File: config.mk
export PLATFORM = sky130hd
export DESIGN_NAME = path_tracer
export DESIGN_NICKNAME = d
export VERILOG_FILES = /design/src/rtl/path_tracer_pkg.sv /design/src/rtl/path_tracer_stack.sv /design/src/rtl/path_tracer.sv
export SDC_FILE = /design/constraint.sdc
export NUM_CORES = 1
export LEC_CHECK = 0
export CORE_MARGIN = 4
export CORE_UTILIZATION = 55
export CTS_CLUSTER_DIAMETER = 100
export DETAILED_ROUTE_END_ITERATION = 8
export PLACE_DENSITY = 0.79
export REMOVE_ABC_BUFFERS = 1
export SETUP_SLACK_MARGIN = 0.05
export SYNTH_ARGS = -nofsm -noshare
export SYNTH_HDL_FRONTEND = slang
export SYNTH_HIERARCHICAL = 1
export SYNTH_SLANG_ARGS = --single-unit
File: constraint.sdc
create_clock -name clk -period 3.05 [get_ports clk]
set_input_delay 0.305 -clock clk [delete_from_list [all_inputs] [get_ports clk]]
set_output_delay 0.305 -clock clk [all_outputs]
set_load 0.005 [all_outputs]
File: src/rtl/path_tracer_pkg.sv
// -----------------------------------------------------------------------------
// path_tracer_pkg
// Shared definitions for the path tracer: default node-address width, default
// path-stack depth and the trace FSM state encoding.
// -----------------------------------------------------------------------------
package path_tracer_pkg;

   localparam int ADDR_W = 5;
   localparam int DEPTH  = 2 ** ADDR_W;

   typedef enum logic [2:0] {
      IDLE    = 3'd0,
      READ    = 3'd1,
      CAPTURE = 3'd2,
      EMIT    = 3'd3,
      FIN     = 3'd4,
      ERR     = 3'd5
   } state_e;

endpackage

File: src/rtl/path_tracer_stack.sv
// -----------------------------------------------------------------------------
// path_stack
// LIFO of DEPTH node addresses used to reverse the predecessor walk
// (destination-first) into a source-first stream.
//   clk        : rising-edge clock
//   clear      : synchronous active-high reset of the entry count
//   push       : write push_data on top (ignored when full)
//   pop        : drop the top entry (ignored when empty)
//   flush      : discard all entries; wins over push/pop
//   push_data  : node written by push
//   top        : current top entry, 0 when empty
//   count      : number of valid entries, 0..DEPTH
// -----------------------------------------------------------------------------
module path_stack #(
   parameter int ADDR_W = 5,
   parameter int DEPTH  = 32
) (
   input  logic              clk,
   input  logic              clear,
   input  logic              push,
   input  logic              pop,
   input  logic              flush,
   input  logic [ADDR_W-1:0] push_data,
   output logic [ADDR_W-1:0] top,
   output logic [ADDR_W:0]   count
);

   localparam logic [ADDR_W:0] FULL_COUNT = (ADDR_W + 1)'(DEPTH);

   logic [ADDR_W-1:0] mem_q [DEPTH];
   logic [ADDR_W:0]   count_q;
   logic [ADDR_W:0]   count_d;
   logic [ADDR_W-1:0] top_idx;
   logic              do_push;
   logic              do_pop;

   assign do_push = push && (count_q != FULL_COUNT);
   assign do_pop  = pop && (count_q != '0);

   // NOTE: every always_comb output gets a default first so no path leaves it
   // unassigned, which would otherwise infer a latch.
   always_comb begin
      count_d = count_q;
      if (flush) begin
         count_d = '0;
      end else if (do_push) begin
         count_d = count_q + 1'b1;
      end else if (do_pop) begin
         count_d = count_q - 1'b1;
      end
   end

   // NOTE: sequential state is assigned with non-blocking (<=) so every flop
   // samples pre-edge values regardless of statement order.
   always_ff @(posedge clk) begin
      if (clear) begin
         count_q <= '0;
      end else begin
         count_q <= count_d;
      end
   end

   // NOTE: the entry storage is deliberately not reset; only count_q defines
   // which entries are meaningful, so the array maps onto plain RAM/flops.
   always_ff @(posedge clk) begin
      if (do_push && !flush) begin
         mem_q[count_q[ADDR_W-1:0]] <= push_data;
      end
   end

   assign top_idx = count_q[ADDR_W-1:0] - ADDR_W'(1);
   assign top     = (count_q == '0) ? '0 : mem_q[top_idx];
   assign count   = count_q;

endmodule

File: src/rtl/path_tracer.sv
// -----------------------------------------------------------------------------
// path_tracer
// Walks a Bellman-Ford predecessor table from dest back to source through the
// solver's stage-1 read port, stacking each node, then streams the path in
// source-first order over a valid/ready interface.
//   clk, clear               : clock and synchronous active-high reset
//   start                    : one-cycle trace request (IDLE only)
//   source_address           : source node, sampled with start
//   dest_address             : destination node, sampled with start
//   predecessor_rd_addr      : table read address to the solver (0 when idle)
//   stg1_mux_control         : high while the solver read port is borrowed
//   predecessor_out          : table data, valid one cycle after the address
//   path_valid/ready/node    : source-first path stream
//   path_last                : marks the destination beat
//   busy                     : high outside IDLE
//   done                     : one-cycle end-of-trace pulse
//   error                    : pulses with done when the trace failed
// -----------------------------------------------------------------------------
module path_tracer #(
   parameter int ADDR_W = path_tracer_pkg::ADDR_W,
   parameter int DEPTH  = path_tracer_pkg::DEPTH
) (
   input  logic              clk,
   input  logic              clear,
   input  logic              start,
   input  logic [ADDR_W-1:0] source_address,
   input  logic [ADDR_W-1:0] dest_address,
   output logic [ADDR_W-1:0] predecessor_rd_addr,
   output logic              stg1_mux_control,
   input  logic [ADDR_W-1:0] predecessor_out,
   output logic              path_valid,
   input  logic              path_ready,
   output logic [ADDR_W-1:0] path_node,
   output logic              path_last,
   output logic              busy,
   output logic              done,
   output logic              error
);

   import path_tracer_pkg::*;

   localparam logic [ADDR_W:0] FULL_COUNT = (ADDR_W + 1)'(DEPTH);
   localparam logic [ADDR_W:0] ONE_COUNT  = (ADDR_W + 1)'(1);

   state_e            state_q,   state_d;
   logic [ADDR_W-1:0] cur_q,     cur_d;
   logic [ADDR_W-1:0] src_q,     src_d;
   logic [ADDR_W-1:0] dst_q,     dst_d;
   logic [ADDR_W-1:0] rd_addr_q, rd_addr_d;
   logic              mux_q,     mux_d;
   logic              valid_q,   valid_d;
   logic              busy_q,    busy_d;
   logic              done_q,    done_d;
   logic              error_q,   error_d;

   logic              stk_push;
   logic              stk_pop;
   logic              stk_flush;
   logic [ADDR_W-1:0] stk_push_data;
   logic [ADDR_W-1:0] stk_top;
   logic [ADDR_W:0]   stk_count;

   // The latched destination is kept for observability of the active trace;
   // the walk itself only needs cur and the stack.
   logic              dst_unused;
   assign dst_unused = ^dst_q;

   path_stack #(
      .ADDR_W (ADDR_W),
      .DEPTH  (DEPTH)
   ) u_stack (
      .clk       (clk),
      .clear     (clear),
      .push      (stk_push),
      .pop       (stk_pop),
      .flush     (stk_flush),
      .push_data (stk_push_data),
      .top       (stk_top),
      .count     (stk_count)
   );

   always_comb begin
      state_d       = state_q;
      cur_d         = cur_q;
      src_d         = src_q;
      dst_d         = dst_q;
      stk_push      = 1'b0;
      stk_pop       = 1'b0;
      stk_flush     = 1'b0;
      stk_push_data = predecessor_out;

      unique case (state_q)
         IDLE: begin
            if (start) begin
               src_d         = source_address;
               dst_d         = dest_address;
               cur_d         = dest_address;
               stk_push      = 1'b1;
               stk_push_data = dest_address;
               state_d       = (dest_address == source_address) ? EMIT : READ;
            end
         end
         READ: begin
            state_d = CAPTURE;
         end
         CAPTURE: begin
            // Reaching the source wins; a self-predecessor marks an
            // unreachable node; a full stack means the walk is looping.
            if (predecessor_out == src_q) begin
               stk_push = 1'b1;
               state_d  = EMIT;
            end else if (predecessor_out == cur_q) begin
               state_d = ERR;
            end else if (stk_count == FULL_COUNT) begin
               state_d = ERR;
            end else begin
               stk_push = 1'b1;
               cur_d    = predecessor_out;
               state_d  = READ;
            end
         end
         EMIT: begin
            if (valid_q && path_ready) begin
               stk_pop = 1'b1;
               if (stk_count == ONE_COUNT) begin
                  state_d = FIN;
               end
            end
         end
         FIN: begin
            state_d = IDLE;
         end
         ERR: begin
            stk_flush = 1'b1;
            state_d   = IDLE;
         end
         default: begin
            state_d = IDLE;
         end
      endcase

      // Outputs are registered from the next state so they line up with it.
      mux_d     = (state_d == READ) || (state_d == CAPTURE);
      rd_addr_d = mux_d ? cur_d : '0;
      valid_d   = (state_d == EMIT);
      busy_d    = (state_d != IDLE);
      done_d    = (state_d == FIN) || (state_d == ERR);
      error_d   = (state_d == ERR);
   end

   always_ff @(posedge clk) begin
      if (clear) begin
         state_q   <= IDLE;
         cur_q     <= '0;
         src_q     <= '0;
         dst_q     <= '0;
         rd_addr_q <= '0;
         mux_q     <= 1'b0;
         valid_q   <= 1'b0;
         busy_q    <= 1'b0;
         done_q    <= 1'b0;
         error_q   <= 1'b0;
      end else begin
         state_q   <= state_d;
         cur_q     <= cur_d;
         src_q     <= src_d;
         dst_q     <= dst_d;
         rd_addr_q <= rd_addr_d;
         mux_q     <= mux_d;
         valid_q   <= valid_d;
         busy_q    <= busy_d;
         done_q    <= done_d;
         error_q   <= error_d;
      end
   end

   assign predecessor_rd_addr = rd_addr_q;
   assign stg1_mux_control    = mux_q;
   assign path_valid          = valid_q;
   assign path_node           = valid_q ? stk_top : '0;
   assign path_last           = valid_q && (stk_count == ONE_COUNT);
   assign busy                = busy_q;
   assign done                = done_q;
   assign error               = error_q;

endmodule

==> summary.txt, run 1 <==
Synthesis
  • Post-Syn Area: 8250 µm²
  • Predominant post-synthesis flop cell: edfxtp_1
  • Async SR Flop Fraction: 0%
  • Multiplexer area fraction after synthesis: 14.3%
  • Syn Area/Cell: 15.9 µm²
  • Post-synthesis sequential area ratio: 65.3%
  • Largest family of logic cells by synthesized area: multiplexers
  • Ys Warns: 6
  • Cell variety after synth: 61
  • Compound-Gate Fraction of Synth Area: 6.48%
  • Synth top area share: 58.3%
  • Top post-synthesis cells by area: edfxtp_1, mux4_2, dfxtp_1, nor2_1, nand2_1
  • Post-synth top cells: edfxtp_1, nor2_1, nand2_1, mux4_2, dfxtp_1
  • Post-Synth XOR/XNOR Area: 2.23%
  • Post-synth top area cell: edfxtp_1
  • Synth Instances: 520
  • Adder-cell share of the synthesized area: 1.61%
  • Yosys reg bits: 189
  • Simple-gate share of the synthesized area: 7.81%
  • Count leader, synth: edfxtp_1
  • EDFF count, synth: 160

Clock network
  • Clock Tree Buf Depth: 2
  • CTS Hold Bufs: 0
  • CTS tree: done
  • CTS Buf Count: 17
  • CTS H-tree lvls: 4
  • Clk slew on worst S/H paths: 0.06 ns
  • Clk root buf: clkbuf_16
  • Clk Latency, worst-skew pair: 0.43 ns
  • Clock Sinks: 189

Detailed routing
  • Post-DR vias/cell: 5.93
  • Via count: 5074
  • Average wire per standard cell: 21.4 µm
  • Final wirelength: 18400 µm
  • Final ANT Viol Nets: 0
  • DR DRC count: 0
  • DR iter-0 viols: 413
  • TritonRoute pass-1 iters: 8

Layout
  • Final Instance Count excl. Fillers: 856
  • N_diodes: 0
  • Fin nets: 688
  • Post-route cell area: 10500 µm²
  • Number of fill cells in the layout: 872
  • Layout cell share with drive strength beyond 1: 36.2%
  • Area Overhead vs Synth: 27.3%

Timing
  • Fin. Hold Viols: 0
  • Hold slack: 0.472 ns
  • Minimum clock period: 3.03 ns
  • Skew final: 0.00733 ns
  • Worst-margin pin slew: 0.705 ns
  • Final setup fails: 0
  • FMAX: 330 MHz
  • Max Slew Vio Count: 0
  • Period utilisation layout: 99.3%
  • RSZ-0062 raised after global routing: true
  • Slew HR: 52.9%

Global routing
  • First-pass GRT wire length: 27900 µm
  • Largest net degree at the start of global routing: 33
  • Number of global-route vias before repair: 5053
  • Initial antenna violation count: 0
  • Gr ovfl total: 0
  • Tot GR Track Use: 22.4%

Power and ir drop
  • Comb pwr share: 39.5%
  • Sw power: 2.52 mW
  • Seq pwr share: 35.9%
  • Power density cells: 795 nW/µm²
  • Maximum vdd drop: 0.000635 V
  • Leakage power: 3.66 nW
  • Pint: 5.82 mW
  • Sw Ratio: 30.2%
  • Clock power frac: 24.6%

Min path
  • Hold Crit Depth: 2
  • Worst Hold Class: reg -> reg

Worst setup path
  • Peak fanout along the critical path: 5
  • Critical path endpoint category: output pin
  • Setup crit start kind: flip-flop
  • Critical Path Start: u_stack/count[1]
  • Setup Crit Path Kind: reg -> out
  • Reg2Reg Setup Slack: 0.04 ns
  • WP data arrival: 2.72 ns
  • Req. time, crit path: 2.74 ns
  • Worst setup endpoint: path_node[3]
  • Reg2Reg Depth: 14
  • R2R Path Start: u_stack/count[1]
  • Worst r2r dst: u_stack/count[5]

Floorplanning
  • Initial core utilization: 56.5%
  • Die Width: 130 µm
  • Core Region: 14600 µm²
  • Die Area: 17000 µm²
  • I/O pin count: 35
  • Number of core rows: 44
  • Die Y: 130 µm

Placed design
  • Dpl hpwl: 11000 µm
  • Dpl cell area: 9380 µm²
  • DP Cell Count: 804
  • RD Place Congestion: 0.850
  • Port Buffers: 34

Status
  • Status: finished clean

Job
  • Max-Cap Viols: 0
## what timing repair did
action,4_1_cts,5_1_grt
resized for setup,75,26
setup buffers,12,4
pin swaps,22,18
setup endpoints to repair,6,6
cloned,6,1
## state kept, by name, indices dropped and copies added, names as in the netlist
signal	cells
src_q	5
busy	1
state_q	3
error	1
stg1_mux_control	1
path_valid	1
u_stack/mem_q	160
cur_q	5
u_stack/count	6
done	1
predecessor_rd_addr	5
## worst min-delay path by stage
stage	start	endpoint	slack, ns
2_1_floorplan	clear	cur_q[0]	0.37
3_3_place_gp	src_q[3]	src_q[3]	0.46
3_5_place_dp	src_q[3]	src_q[3]	0.47
4_1_cts	source_address[0]	src_q[0]	0.47
5_1_grt	source_address[4]	src_q[4]	0.48
6_report	src_q[3]	src_q[3]	0.47
## per-stage QoR
| step | TNS (ns) | worst slack, ns | utilization (%) | power, mW |
|---|---|---|---|---|
| floorplan | -143.78 | -1.82 | - | 4.50 |
| finish | 0 | 0.0221 | 72.0 | 8.35 |
| global route | -0.249 | -0.126 | 72.0 | 8.68 |
| detailed placement | -0.647 | -0.365 | 64.3 | 5.32 |
| CTS | 0 | 0.00667 | 71.2 | 8.13 |
| global placement | -0.254 | -0.254 | 64.3 | 5.23 |
## per-layer routing
metal / GRT usage, % / vias to the layer above / wire length (µm)
li1: - / 2308 / -
met1: 27.8 / 2543 / 7340
met2: 39.0 / 190 / 9610
met3: 5.24 / 33 / 1010
met4: 7.62 / 0 / 391
met5: 0 / - / 0
## cell families after synthesis
| kind of cell | count (synthesis) |
|---|---|
| xor+xnor | 21 |
| simple gates | 136 |
| compound gates | 68 |
| buf+inv | 32 |
| fa+ha+maj | 10 |
| mux | 64 |
| flops | 189 |
## final cells by class
| type | instances | area (µm²) | share of cell area [%] |
|---|---|---|---|
| repair buffers | 143 | 1370 | 13.0 |
| clock inverters | 9 | 95.1 | 0.906 |
| flip-flops and latches | 189 | 5390 | 51.3 |
| well taps | 184 | 230 | 2.19 |
| clock buffers | 23 | 448 | 4.27 |
| inverters | 9 | 38.8 | 0.369 |
| multi-input cells | 299 | 2930 | 27.9 |
## worst max-delay path: stages, from the launching register on
cell and delay (ns):
dfxtp_2 0.33, buf_6 0.11, inv_6 0.04, ha_4 0.28, buf_12 0.12, buf_12 0.14
buf_16 0.13, mux4_2 0.31, mux2i_2 0.20, a22oi_2 0.10, a22oi_1 0.18, nand2_1 0.09
and2_4 0.17, buf_6 0.11
## power by group through the flow
stage               sequential (mW)  combinational, mW  clock [mW]
finish                         3.00               3.30        2.05
CTS                            3.00               3.05        2.08
detailed placement             3.05               2.26           0
floorplan                      3.14               1.37           0
global route                   3.00               3.48        2.20
global placement               3.05               2.19           0
## layout by cell type, fill, tap and decap left out, drive strengths merged, types with 2 or more instances in the layout
master,n
or3b,2
o21ai,9
dfxtp,29
a211oi,10
nand3,10
or2,2
buf,113
nor2,49
bufinv,2
o21a,2
xnor2,18
a311oi,4
nand3b,3
a21oi,11
a2111oi,3
mux2i,13
ha,9
inv,9
xor2,3
mux4,40
clkbuf,24
nand4,2
clkdlybuf4s50,29
a22oi,10
a21o,3
a31oi,4
or3,3
edfxtp,160
nor4b,2
mux2,11
nand2,46
clkinv,7
nor3,6
a21boi,2
and2,5
(Power assumes the default switching activity.)
==> inputs of run 2 (changes only) <==
Settings changed: CTS_CLUSTER_DIAMETER 100 to 200.
==> results of run 2 <==
Same layout as run 1: the final DEF is identical, and so are final timing and power.
==> inputs of run 3 (changes only) <==
Settings changed: CTS_CLUSTER_DIAMETER 200 to 30, REMOVE_ABC_BUFFERS 1 to unset.
==> run 3 against run 2 <==
Utilization grew 1.8 points. Non-clock buffer count is 6 higher. Global-route usage is 1.2 points higher. First-iteration DRC count up 26%. Critical path type unchanged.
==> summary.txt, run 3 (synthesis results as in run 1) <==
Status
  • Status: finished clean

Global routing
  • GR Util met1: 28.6% (+0.86 points)
  • GR Layer Usage met2: 41.6% (+2.6 points)
  • Gr ovfl total: 0 (unchanged)
  • First-pass GRT wire length: 29400 µm (+5.4%)
  • Initial antenna violation count: 0 (unchanged)
  • Gr busiest metal: met2
  • Largest net degree at the start of global routing: 33 (unchanged)
  • Tot GR Track Use: 23.6% (+1.2 points)
  • Number of global-route vias before repair: 5399 (+6.8%)
  • M3 GR Usage: 5.08% (-0.16 points)

Timing
  • Worst-margin pin slew: 0.618 ns (-0.0867 ns)
  • Skew final: 0.00589 ns (-0.00144 ns)
  • Max Slew Vio Count: 0 (unchanged)
  • Fin. Hold Viols: 0 (unchanged)
  • Final setup fails: 0 (unchanged)
  • Period utilisation layout: 99.4% (+0.15 points)
  • Slew HR: 58.7% (+5.8 points)
  • Fin Setup TNS: 0 ns (unchanged)
  • FMAX: 330 MHz (-0.15%)
  • RSZ-0062 raised after global routing: true
  • Minimum clock period: 3.03 ns (+0.00449 ns)

Worst setup path
  • Peak fanout along the critical path: 5 (unchanged)
  • Worst r2r dst: u_stack/count[5]
  • Req. time, crit path: 2.74 ns (about the same)
  • R2R Path Start: u_stack/count[3]
  • Setup Crit Path Kind: reg -> out
  • Critical path endpoint category: output pin
  • Reg2Reg Setup Slack: 0.10 ns (+0.06 ns)
  • Setup crit start kind: flip-flop
  • Reg2Reg Depth: 10 (-4)
  • WP data arrival: 2.73 ns (about the same)

Placed design
  • Dpl hpwl: 10900 µm (-0.77%)
  • Port Buffers: 34 (unchanged)
  • RD Place Congestion: 0.863 (+1.6%)

Floorplanning
  • I/O pin count: 35 (unchanged)
  • Initial core utilization: 56.5% (unchanged)
  • Die Width: 130 µm (unchanged)
  • Core Region: 14600 µm² (unchanged)
  • Number of core rows: 44 (unchanged)
  • Die Y: 130 µm (unchanged)
  • Die Area: 17000 µm² (unchanged)

Power and ir drop
  • Leakage power: 3.76 nW (+2.8%)
  • Maximum vdd drop: 0.000506 V (-20%)
  • Sw power: 2.70 mW (+6.8%)
  • Sw Ratio: 31.1% (+0.89 points)
  • Seq pwr share: 34.8% (-1.1 points)
  • Total power: 8.66 mW (+3.8%)
  • Comb pwr share: 41.2% (+1.7 points)
  • Power density cells: 805 nW/µm² (+1.3%)
  • Clock power frac: 24.1% (-0.5 points)
  • Pint: 5.97 mW (+2.4%)

Layout
  • N_diodes: 0 (unchanged)
  • Fin nets: 694 (+0.87%)
  • Commonest non-fill, non-tap cell in the layout: edfxtp_1
  • Layout cell share with drive strength beyond 1: 38.7% (+2.5 points)
  • Most frequent cells in the layout: edfxtp_1, buf_4, nor2_1, nand2_1, mux4_2
  • Final Util: 73.7% (+1.8 points)
  • Largest register FFs: 160 (unchanged)
  • Area Overhead vs Synth: 30.5%
  • Number of fill cells in the layout: 801 (-8.1%)

Min path
  • Min-delay src: src_q[0]
  • Worst Hold Class: reg -> reg
  • Worst Hold End: src_q[0]
  • Hold Crit Depth: 2 (unchanged)

Job
  • Max-Cap Viols: 0 (unchanged)

Clock network
  • CTS Buf Count: 17 (unchanged)
  • Clk slew on worst S/H paths: 0.06 ns (about the same)
  • Clk root buf: clkbuf_16
  • CTS H-tree lvls: 4 (unchanged)
  • CTS tree: done
  • Clk Latency, worst-skew pair: 0.43 ns (about the same)
  • Clock Tree Buf Depth: 2 (unchanged)
  • Clock Sinks: 189 (unchanged)

Synthesis
  • Syn Nets: 549

Detailed routing
  • Final ANT Viol Nets: 0 (unchanged)
  • Via count: 5319 (+4.8%)
  • DR iter-0 viols: 521 (+26%)
  • Post-DR vias/cell: 6.18 (+4.2%)
  • TritonRoute pass-1 iters: 5 (-3)
  • Average wire per standard cell: 23.4 µm (+9.2%)
  • Final wirelength: 20200 µm (+9.9%)
  • DR DRC count: 0 (unchanged)
## run 3: per-layer routing
| metal | wire length (µm) | up-vias |
|---|---|---|
| li1 | - | 2327 |
| met1 | 7620 | 2670 |
| met2 | 10700 | 269 |
| met3 | 1290 | 53 |
| met4 | 560 | 0 |
| met5 | 0 | - |
## run 3: metrics by stage
step / hold WS, ns / setup slack [ns] / cells / cell area, µm²
2_1_floorplan: 0.441 / 0.113 / 520 / 8250
3_3_place_gp: 0.458 / -0.168 / 795 / 9310
3_5_place_dp: 0.470 / -0.341 / 795 / 9310
4_1_cts: 0.470 / 0.0563 / 849 / 10500
5_1_grt: 0.486 / -0.00799 / 861 / 10800
6_report: 0.476 / 0.0177 / 861 / 10800
## run 3: how the worst max path moves through the flow
stage,cells past startpoint,endpoint,slack (ns),startpoint
after floorplan,12,u_stack/count[5],0.11,u_stack/count[1]
after global placement,13,u_stack/count[5],-0.17,predecessor_out[4]
after detailed placement,13,u_stack/count[5],-0.34,predecessor_out[4]
after CTS,14,u_stack/count[5],0.06,u_stack/count[1]
after global routing,12,path_node[4],-0.008,u_stack/count[0]
final,12,path_node[0],0.02,u_stack/count[1]
## run 3: power groups by stage
stage | logic (mW) | clock network [mW] | registers, mW
2_1_floorplan | 1.51 | 0 | 3.06
3_3_place_gp | 2.16 | 0 | 3.05
3_5_place_dp | 2.23 | 0 | 3.05
4_1_cts | 3.11 | 2.10 | 3.01
5_1_grt | 3.72 | 2.22 | 3.02
6_report | 3.57 | 2.09 | 3.01
## run 3: critical path, stage by stage, from the launching register on
cell and delay [ns]:
dfxtp_4 0.37, inv_4 0.04, ha_4 0.28, buf_12 0.12, buf_8 0.12, buf_16 0.13
mux4_2 0.33, mux2i_2 0.22, a22oi_2 0.12, o21ai_1 0.20, nand2_1 0.08, and2_4 0.16
buf_6 0.11
## run 3: area by class of cell
| class | count | area [µm²] | share of cell area [%] |
|---|---|---|---|
| clock buffer | 19 | 433 | 4.02 |
| clock inverter | 12 | 123 | 1.14 |
| inverter | 9 | 38.8 | 0.361 |
| multi-input combinational | 299 | 3010 | 27.9 |
| sequential | 189 | 5390 | 50.1 |
| tap | 184 | 230 | 2.14 |
| timing repair buffer | 149 | 1540 | 14.3 |
## run 3: what timing repair did
item | in CTS | in global routing
pin swaps | 17 | 25
buffers inserted | 16 | 8
hold buffers | 0 | 0
gates resized for setup | 87 | 30
gates cloned | 7 | 5
endpoints found under the setup margin | 6 | 6
endpoints found under the hold margin | 0 | 0
